--- config.mk ---
export PLATFORM = sky130hd
export DESIGN_NAME = fsm_count_arbiter
export DESIGN_NICKNAME = d
export VERILOG_FILES = /design/src/rtl/fsm_ctrl_pkg.sv /design/src/rtl/rr_arbiter_pick.sv /design/src/rtl/fsm_count_arbiter.sv
export SDC_FILE = /design/constraint.sdc
export NUM_CORES = 1
export LEC_CHECK = 0
export ABC_AREA = 1
export ABC_CLOCK_PERIOD_IN_PS = 3700
export CORE_MARGIN = 2
export CORE_UTILIZATION = 35
export DETAILED_ROUTE_END_ITERATION = 7
export SLEW_MARGIN = 40
export SYNTH_ARGS = -nofsm -noshare
export SYNTH_HDL_FRONTEND = slang
export SYNTH_SLANG_ARGS = --single-unit
--- constraint.sdc ---
create_clock -name clk -period 3.7 [get_ports clk]
set_input_delay 0.74 -clock clk [delete_from_list [all_inputs] [get_ports clk]]
set_output_delay 0.74 -clock clk [all_outputs]
set_load 0.005 [all_outputs]
--- src/rtl/fsm_ctrl_pkg.sv ---
// Shared FSM state encoding and sizing helper for the count arbiter.
package fsm_ctrl_pkg;

    typedef enum logic [1:0] {
        ST_IDLE  = 2'b00,
        ST_COUNT = 2'b01,
        ST_DONE  = 2'b10
    } state_t;

    // Index width for n items; never less than one bit.
    function automatic int unsigned clog2_f(input int unsigned n);
        int unsigned r;
        r = 1;
        for (int unsigned i = 1; i < 32; i++) begin
            if ((32'd1 << i) < n) begin
                r = i + 1;
            end
        end
        return r;
    endfunction

endpackage

--- src/rtl/rr_arbiter_pick.sv ---
// Combinational round-robin pick: first set request at or above ptr, wrapping.
module rr_arbiter_pick
    import fsm_ctrl_pkg::*;
#(
    parameter int unsigned N_REQ = 4,
    parameter int unsigned IDX_W = 2
) (
    input  logic [N_REQ-1:0] req,
    input  logic [IDX_W-1:0] ptr,
    output logic [N_REQ-1:0] pick,
    output logic             valid
);

    logic [IDX_W:0] slot;
    logic           found;

    always_comb begin
        pick  = '0;
        found = 1'b0;
        slot  = '0;
        for (int unsigned i = 0; i < N_REQ; i++) begin
            slot = {1'b0, ptr} + (IDX_W + 1)'(i);
            if (slot >= (IDX_W + 1)'(N_REQ)) begin
                slot = slot - (IDX_W + 1)'(N_REQ);
            end
            if (!found && req[slot[IDX_W-1:0]]) begin
                pick[slot[IDX_W-1:0]] = 1'b1;
                found                 = 1'b1;
            end
        end
    end

    assign valid = |req;

endmodule

--- src/rtl/fsm_count_arbiter.sv ---
// Round-robin arbiter sharing one 0..TERM counter among N_REQ requesters.
module fsm_count_arbiter
    import fsm_ctrl_pkg::*;
#(
    parameter int unsigned N_REQ = 4,
    parameter int unsigned CNT_W = 4,
    parameter int unsigned TERM  = 15
) (
    input  logic             clk,
    input  logic             rst,
    input  logic [N_REQ-1:0] req,
    output logic [N_REQ-1:0] gnt,
    output logic [N_REQ-1:0] done,
    output logic             busy,
    output logic [CNT_W-1:0] cnt
);

    localparam int unsigned      IDX_W  = clog2_f(N_REQ);
    localparam logic [CNT_W-1:0] TERM_V = CNT_W'(TERM);
    localparam logic [IDX_W-1:0] LAST   = IDX_W'(N_REQ - 1);

    state_t           state_q, state_d;
    logic [IDX_W-1:0] idx_q, idx_d;
    logic [IDX_W-1:0] ptr_q, ptr_d;
    logic [CNT_W-1:0] cnt_q, cnt_d;
    logic [IDX_W-1:0] next_ptr;
    logic [N_REQ-1:0] gnt_d, done_d;
    logic             busy_d;

    logic [N_REQ-1:0] pick;
    logic             pick_valid;
    logic [IDX_W-1:0] pick_idx;

    rr_arbiter_pick #(
        .N_REQ (N_REQ),
        .IDX_W (IDX_W)
    ) u_pick (
        .req   (req),
        .ptr   (ptr_q),
        .pick  (pick),
        .valid (pick_valid)
    );

    // One-hot pick to binary index.
    always_comb begin
        pick_idx = '0;
        for (int unsigned i = 0; i < N_REQ; i++) begin
            if (pick[i]) begin
                pick_idx = IDX_W'(i);
            end
        end
    end

    assign next_ptr = (idx_q == LAST) ? '0 : idx_q + IDX_W'(1);

    always_ff @(posedge clk or posedge rst) begin
        if (rst) begin
            state_q <= ST_IDLE;
            idx_q   <= '0;
            ptr_q   <= '0;
            cnt_q   <= '0;
            gnt     <= '0;
            done    <= '0;
            busy    <= 1'b0;
        end else begin
            state_q <= state_d;
            idx_q   <= idx_d;
            ptr_q   <= ptr_d;
            cnt_q   <= cnt_d;
            gnt     <= gnt_d;
            done    <= done_d;
            busy    <= busy_d;
        end
    end

    // Next state; outputs are precomputed from the next state so they leave flops.
    always_comb begin
        state_d = state_q;
        idx_d   = idx_q;
        ptr_d   = ptr_q;
        cnt_d   = cnt_q;
        case (state_q)
            ST_IDLE: begin
                if (pick_valid) begin
                    idx_d   = pick_idx;
                    cnt_d   = '0;
                    state_d = ST_COUNT;
                end
            end
            ST_COUNT: begin
                if (!req[idx_q]) begin
                    state_d = ST_IDLE;
                    ptr_d   = next_ptr;
                end else if (cnt_q == TERM_V) begin
                    state_d = ST_DONE;
                end else begin
                    cnt_d = cnt_q + CNT_W'(1);
                end
            end
            ST_DONE: begin
                state_d = ST_IDLE;
                ptr_d   = next_ptr;
            end
            default: begin
                state_d = ST_IDLE;
            end
        endcase

        busy_d = (state_d != ST_IDLE);
        gnt_d  = busy_d ? (N_REQ'(1) << idx_d) : '0;
        done_d = (state_d == ST_DONE) ? (N_REQ'(1) << idx_d) : '0;
    end

    assign cnt = cnt_q;

endmodule

Yosys cells after proc, flatten, opt, wreduce, memory -nomap -nowiden
Index checks and enable logic that the tools add are counted.
- logic and storage cells: 106
- bits in registers: 19
- input bits: 6
- eq/ne operators: 9
- muxes and demuxes: 47
- magnitude comparators: 13
- bitwise operators: 3
- shifts and indexed selects: 1
- add/sub/neg operators: 9
- reduce and logical (&&, ||, !) cells: 17
- operator list (cell ; count):
    $mux 4 ; 9
    $mux 2 ; 13
    $lt 2x3->1 const B ; 5
    $mux 1 ; 13
    $or 4x4->4 ; 3
    $bmux 1 s2 ; 5
    $ge 3x3->1 const B ; 3
    $demux 1 s2 ; 4
    $ge 2x1->1 const B ; 4
    $ne 2x2->1 const B ; 4
    $pmux 2 s2 ; 2
    $pmux 4 s2 ; 1
    $sub 2x1->2 const B ; 4
    $logic_and 1x1->1 ; 7
    $add 2x2->3 const B ; 2
    $eq 2x2->1 const B ; 3
    $reduce_bool 2->1 ; 3
    $add 4x1->4 const B ; 1
    $eq 4x4->1 const B ; 1
    $reduce_and 4->1 ; 1
    $reduce_or 4->1 ; 1
    $shl 1x2->4 const A ; 1
    $add 2x1->3 const B ; 1
    $ge 2x3->1 const B ; 1
    other kinds (5) ; 7

Longest topological paths before layout
- word-level depth: 21
- gate-level depth with buffers: 15
- mapped depth without buffers: 15

Modules after synthesis
A second synthesis with hierarchy kept.
- cells, all modules: 178
- area total of the unflattened synthesis: 1301.2 sq um
- by module, submodules not included (module ; cells an instance ; seq. area each (sq um) ; instances ; area an instance (sq um)):
    fsm_count_arbiter ; 104 ; 475.5 ; 1 ; 898.4
    rr_arbiter_pick ; 74 ; 0.0 ; 1 ; 402.9

Worst setup path after synthesis
Ideal clock, no wire load.
- path kind: reg2reg
- start point: reg ptr_q[0]
- end point: reg gnt[0]
- library setup time: 128 ps
- cell stages (with the launch flop): 15
- arrival time: 1816 ps
- data required time: 3572 ps
- clock period less this slack: 1944 ps
- setup slack: 1756 ps
- cell sequence: dfrtp_1 -> inv_2 -> ha_1 -> inv_1 -> nand3_1 -> nand2_1 -> nand2_4 -> inv_1 -> nand3_1 -> nand3_2 -> inv_1 -> nand2_2 -> nand2_2 -> nand2_1 -> nor2_1
- word-level cells in the longest chain between the ends: 21
- elaborated cells on any way between the ends: 66
- classes of those cells: 7 x add/sub; 12 x order compare; 1 x shift; 33 x mux; 3 x bitwise; 10 x reduce/logical
- ends and longest elaborated chain (what ; line ; source):
    start, declared ; fsm_count_arbiter.sv:24 ; logic [IDX_W-1:0] ptr_q, ptr_d;
    start signal, assigned ; fsm_count_arbiter.sv:68 ; ptr_q <= ptr_d;
    branches (longest 13 deep; another with $add 2x1->3) ; n/a ;
    $mux 4 * ; rr_arbiter_pick.sv:26 ; if (!found && req[slot[IDX_W-1:0]]) begin
    $mux 1 ; fsm_count_arbiter.sv:48 ; if (pick[i]) begin
    $mux 2 ; fsm_count_arbiter.sv:48 ;
    $mux 2 * ; fsm_count_arbiter.sv:48 ;
    $mux 2 * ; fsm_count_arbiter.sv:84 ; if (pick_valid) begin
    $mux 2 * ; fsm_count_arbiter.sv:82 ; case (state_q)
    $shl 1x2->4 * ; fsm_count_arbiter.sv:110 ; gnt_d = busy_d ? (N_REQ'(1) << idx_d) : '0;
    $mux 4 * ; fsm_count_arbiter.sv:110 ;
    net gnt_d[0] ; fsm_count_arbiter.sv:27 ; logic [N_REQ-1:0] gnt_d, done_d;
    end signal, assigned ; fsm_count_arbiter.sv:70 ; gnt <= gnt_d;
    end, declared ; fsm_count_arbiter.sv:12 ; output logic [N_REQ-1:0] gnt,
Mark *: on every way through the listed nets, which the timed path passes. The select of a mux whose other input is x is not followed.
A chain may end at the register's enable or synchronous reset.

Final worst setup path
- start point: in req[3]
- end point: reg gnt[1]
- elaborated cells on any way between the ends: 38
- classes of those cells: 1 x shift; 26 x mux; 3 x bitwise; 8 x reduce/logical
- RTL lines (what ; line ; source):
    start, declared ; fsm_count_arbiter.sv:11 ; input logic [N_REQ-1:0] req,
    $bmux 1 s2 ; fsm_count_arbiter.sv:91 ; if (!req[idx_q]) begin
    $mux 1 (implied by the code) ; fsm_count_arbiter.sv:91 ;
    $mux 2 ; fsm_count_arbiter.sv:91 ;
    $pmux 2 s2 * ; fsm_count_arbiter.sv:82 ;
    net state_d[0] ; fsm_count_arbiter.sv:22 ; state_t state_q, state_d;
    $reduce_bool 2->1 * ; fsm_count_arbiter.sv:109 ; busy_d = (state_d != ST_IDLE);
    $mux 4 * ; fsm_count_arbiter.sv:110 ;
    net gnt_d[1] ; fsm_count_arbiter.sv:27 ;
The timed path passes the listed nets; every way through them passes the cells marked *. The select of a mux whose other input is x is not followed.

==> results list <==
- The run finished with clean final reports.
* Adder-cell share of the synthesized area: 9.29%
- The floorplan has 21 rows.
- For the final database, setup skew stands at 0.00319 ns.
- At the worst endpoint, the arrival time is around 2.6 ns.
- Maximum level of the CTS H-tree: 1
- Synth area leader: sky130_fd_sc_hd__dfrtp_1
- In this run the worst setup path begins at req[3].
- Of the cells placed in the final design, the portion with a size suffix greater than 1 is roughly a tenth.
- Crit share post-route: about two thirds
* Lkg Pwr: roughly 0.74 nW
- Summing the areas of all compound-gate instances in the mapped netlist gives between 6 and 7% of the synthesized area.
- Setup repair after global routing left no endpoint under its margin.
- Port Buf Inserts: 18
- The synthesized design devotes to its leading area cell type 39.2% of total area.
* Post-synthesis mux area share: 0%
- Layout fillers: between 300 and 400
- Count of different cell masters after synthesis: 23
- DRC viols: 0
- 0 antenna diodes ended up in the layout.
- For this run, the total global-route usage over all layers was measured as a little over an eighth.
* Reg-to-Reg End: gnt[0]$_DFF_PP0_
* Die width: 62.9 µm
- After detailed routing, the average wire length per cell comes to 10.1 µm.
- CTS-repair resized insts: 0
- Synth Area per Inst: ~7.8 µm²
* Maximum number of buffers from clock root to sink: 2
* Number of design-rule violations left by the first detailed-router iteration: 39
* Peak supply drop: roughly 0.00034 V
* DP HPWL: between 1500 and 2000 µm
* MaxCap Viol Count: 0
- Counting stages on the worst path, the most repeated cell is sky130_fd_sc_hd__nor2_1.
- Fraction of the mapped netlist area in simple logic gates: a little under two fifths
* Final number of setup-violating endpoints: 0
- Total Routed Length: about 2300 µm
- Compared with the post-synthesis result, the final layout area differs by 21.9%.
- In the final timing run, aggregate negative setup slack is 0 ns.
* IO Pins: 19
* Cell Area, Placed: roughly 0.0015 mm²
* Height of the die: between 60 and 70 µm
- Maximum number of pins on one net before global-route repair: 20
- The library cells used most frequently in the layout, excluding fill and tap cells, are sky130_fd_sc_hd__nand2_1, sky130_fd_sc_hd__inv_1, sky130_fd_sc_hd__nor2_1, sky130_fd_sc_hd__dfrtp_1.
- Headroom to the max-slew limit came out at between 50 and 60%.
- In this run, synthesis produced a sequential element count of 19.
* Sort of element at the start of the critical path: input pin
- Mapped cell area: approximately 0.0012 mm²
* Antenna violations before repair: 0
- The floorplan step defined a die boundary enclosing approximately 0.0040 mm².
* Sequential fraction of the synthesis area: 39.2%
- Before CTS, the worst setup slack after placement is ~1.0 ns.
- The worst path in the final design needs a cycle of about 2.4 ns, including I/O delays and setup.
- Synthesis handed over a netlist of between 150 and 200 instances.
- The worst path meets setup with 1.30 ns of slack.
- Peak clock frequency supported by timing: 418 MHz
* NumNets Final: between 150 and 200
- Clock tree from TritonCTS: built
- Across all layers, the routed design uses 1029 vias.
- Most frequent standard cell in the layout excluding fill and tap cells: sky130_fd_sc_hd__nand2_1
* Cell at the root of the clock tree: sky130_fd_sc_hd__clkbuf_4
* Slowest Stage Delay on Critical Path: 0.44 ns
* Number of failing hold endpoints at the final stage: 0
- Final weighted congestion in routability-driven placement: 0.748
- Category of the critical setup timing path: in -> reg
* Worst min path class: reg -> reg
* Initial standard-cell utilization of the core: ~36%
- Critical path fanouts, max: 5
* Worst Setup End Kind: flip-flop
- For this design, the sink count on the clock tree is 19.
* Ratio of routed vias to standard cells: around 4.6
* Cell with the largest stage delay on the worst path: sky130_fd_sc_hd__clkdlybuf4s50_1
- In this run, CTS created clock tree buffers numbering 3.
- FF/Latch Area: 475 µm²
* Synth Warn #: 0
- Final non-filler cell area: about 0.0015 mm²
* Reg clk slew, reported paths: 0.11 ns
- The via count of the first global-routing pass came to about 1.0k.
- For the pin with the worst max-slew slack, the measured transition is approximately 0.71 ns.
- Total power divided by cell area: a little under 800 mW/mm²
* Critical path, cell by cell: clkdlybuf4s50_1 > inv_1 > o21ai_0 > o21ai_0 > nor3_1 > nor2_1 > inv_1 > nor2_1 > nor2_1
- Placeable core area: 0.00334 mm²
- Largest cells by area after synthesis: sky130_fd_sc_hd__dfrtp_1, sky130_fd_sc_hd__nand2_1, sky130_fd_sc_hd__ha_1
- After global routing the overflow that remains totals 0.
- Clk_lat worst skew: a little under 0.3 ns
- The most critical setup path has its endpoint at gnt[1]$_DFF_PP0_.
- The count of nets left with antenna violations once routing finished came out at 0.
* Post-synth net total: 171
- R2R Setup Slk: ~1.4 ns
- The number of hold buffers added after CTS was 0.
- Post CTS Setup Buffer Count: 0
* Path depth of the worst reg2reg path: 14
* Source of the worst register-to-register timing path: ptr_q[0]$_DFFE_PP0P_
- The first global-routing pass estimated between 4000 and 5000 µm of wire.
- Hold is met by between 0.5 and 0.6 ns.
- At the worst endpoint, the required time is a little under 4 ns.
* Multi-input gate area: approximately 650 µm²
- Summing the areas of all xor and xnor instances in the mapped netlist gives 0% of the synthesized area.
- The first TritonRoute pass finished after 4 iterations.
- Combinational family with the most area after synthesis: simple AND/OR/NAND/NOR gates
- The final count of pins violating max slew is 0.
-- synthesized netlist by cell type --
| cell | instances |
|---|---|
| sky130_fd_sc_hd__o21ai_0 | 7 |
| sky130_fd_sc_hd__o21a_1 | 1 |
| sky130_fd_sc_hd__nor2_4 | 2 |
| sky130_fd_sc_hd__inv_1 | 23 |
| sky130_fd_sc_hd__nand3_4 | 1 |
| sky130_fd_sc_hd__a22o_1 | 1 |
| sky130_fd_sc_hd__o21bai_1 | 1 |
| sky130_fd_sc_hd__nand3b_1 | 1 |
| sky130_fd_sc_hd__dfrtp_1 | 19 |
| sky130_fd_sc_hd__nand2_4 | 2 |
| sky130_fd_sc_hd__inv_2 | 1 |
| sky130_fd_sc_hd__nand3_2 | 4 |
| sky130_fd_sc_hd__nor3_1 | 3 |
| sky130_fd_sc_hd__and2_2 | 1 |
| sky130_fd_sc_hd__nor3b_1 | 1 |
| sky130_fd_sc_hd__nand4_1 | 1 |
| sky130_fd_sc_hd__ha_1 | 9 |
| sky130_fd_sc_hd__nor2_1 | 19 |
| sky130_fd_sc_hd__a21oi_1 | 3 |
| sky130_fd_sc_hd__nand3_1 | 18 |
| sky130_fd_sc_hd__nand2_1 | 34 |
| sky130_fd_sc_hd__nand2_2 | 3 |
| sky130_fd_sc_hd__or2_2 | 1 |
-- layout make-up --
type	count	share of cell area, %
clock buffer	3	1.52
tap	46	3.89
clock inverter	1	0.339
inverter	24	6.10
sequential	19	32.2
timing repair buffer	18	12.2
multi-input combinational	113	43.8
-- per-layer routing --
metal | track usage, % | part of all wire (%)
met2 | 23.5 | 50
met4 | 3.06 | 0
met1 | 16.1 | 47
met3 | 3.96 | 3.0
met5 | 0 | 0
-- worst max-delay path: cells and delay by family --
kind,cells,cell delay (ns)
simple gates,4,0.78
buf+inv,3,0.68
compound gates,2,0.37
-- report_power, final --
| part | total, W | internal (W) | leakage [nW] | switching, W |
|---|---|---|---|---|
| clock | 0.000104 | 0.0000402 | 0.0177 | 0.0000633 |
| sequential | 0.000342 | 0.000272 | 0.246 | 0.0000693 |
| combinational | 0.000728 | 0.000289 | 0.472 | 0.000439 |
| total | 0.00117 | 0.000601 | 0.736 | 0.000572 |
-- how the worst min path moves through the flow --
| stage | startpoint | endpoint | slack, ns | cells past startpoint |
|---|---|---|---|---|
| after global routing | cnt[1]$_DFFE_PP0P_ | cnt[1]$_DFFE_PP0P_ | 0.62 | 1 |
| after global placement | cnt[2]$_DFFE_PP0P_ | cnt[2]$_DFFE_PP0P_ | 0.56 | 2 |
| after CTS | cnt[1]$_DFFE_PP0P_ | cnt[1]$_DFFE_PP0P_ | 0.58 | 1 |
| after detailed placement | cnt[1]$_DFFE_PP0P_ | cnt[1]$_DFFE_PP0P_ | 0.55 | 1 |
| final | cnt[1]$_DFFE_PP0P_ | cnt[1]$_DFFE_PP0P_ | 0.57 | 1 |
| after floorplan | cnt[1]$_DFFE_PP0P_ | cnt[1]$_DFFE_PP0P_ | 0.54 | 1 |
-- stage by stage --
stage	power, W	cells	utilization, %
6_report	0.00117	224	44.3
5_1_grt	0.00131	224	44.3
4_1_cts	0.00118	224	44.3
3_5_place_dp	0.00108	220	43.5
3_3_place_gp	0.00107	220	43.5
2_1_floorplan	0.000886	156	-
-- flip-flops by register name, indices dropped and copies added (netlist names) --
name / flops
state_q: 2
busy: 1
cnt: 4
idx_q: 2
gnt: 4
done: 4
ptr_q: 2
-- cells by family (layout without fill, tap and decap cells) --
| logic type | Yosys count | after routing |
|---|---|---|
| and+or+nand+nor | 91 | 91 |
| buffers and inverters | 24 | 46 |
| DFF | 19 | 19 |
| AOI/OAI and AO/OA | 13 | 13 |
| adders and majority gates | 9 | 9 |
(Power assumes the default switching activity.)
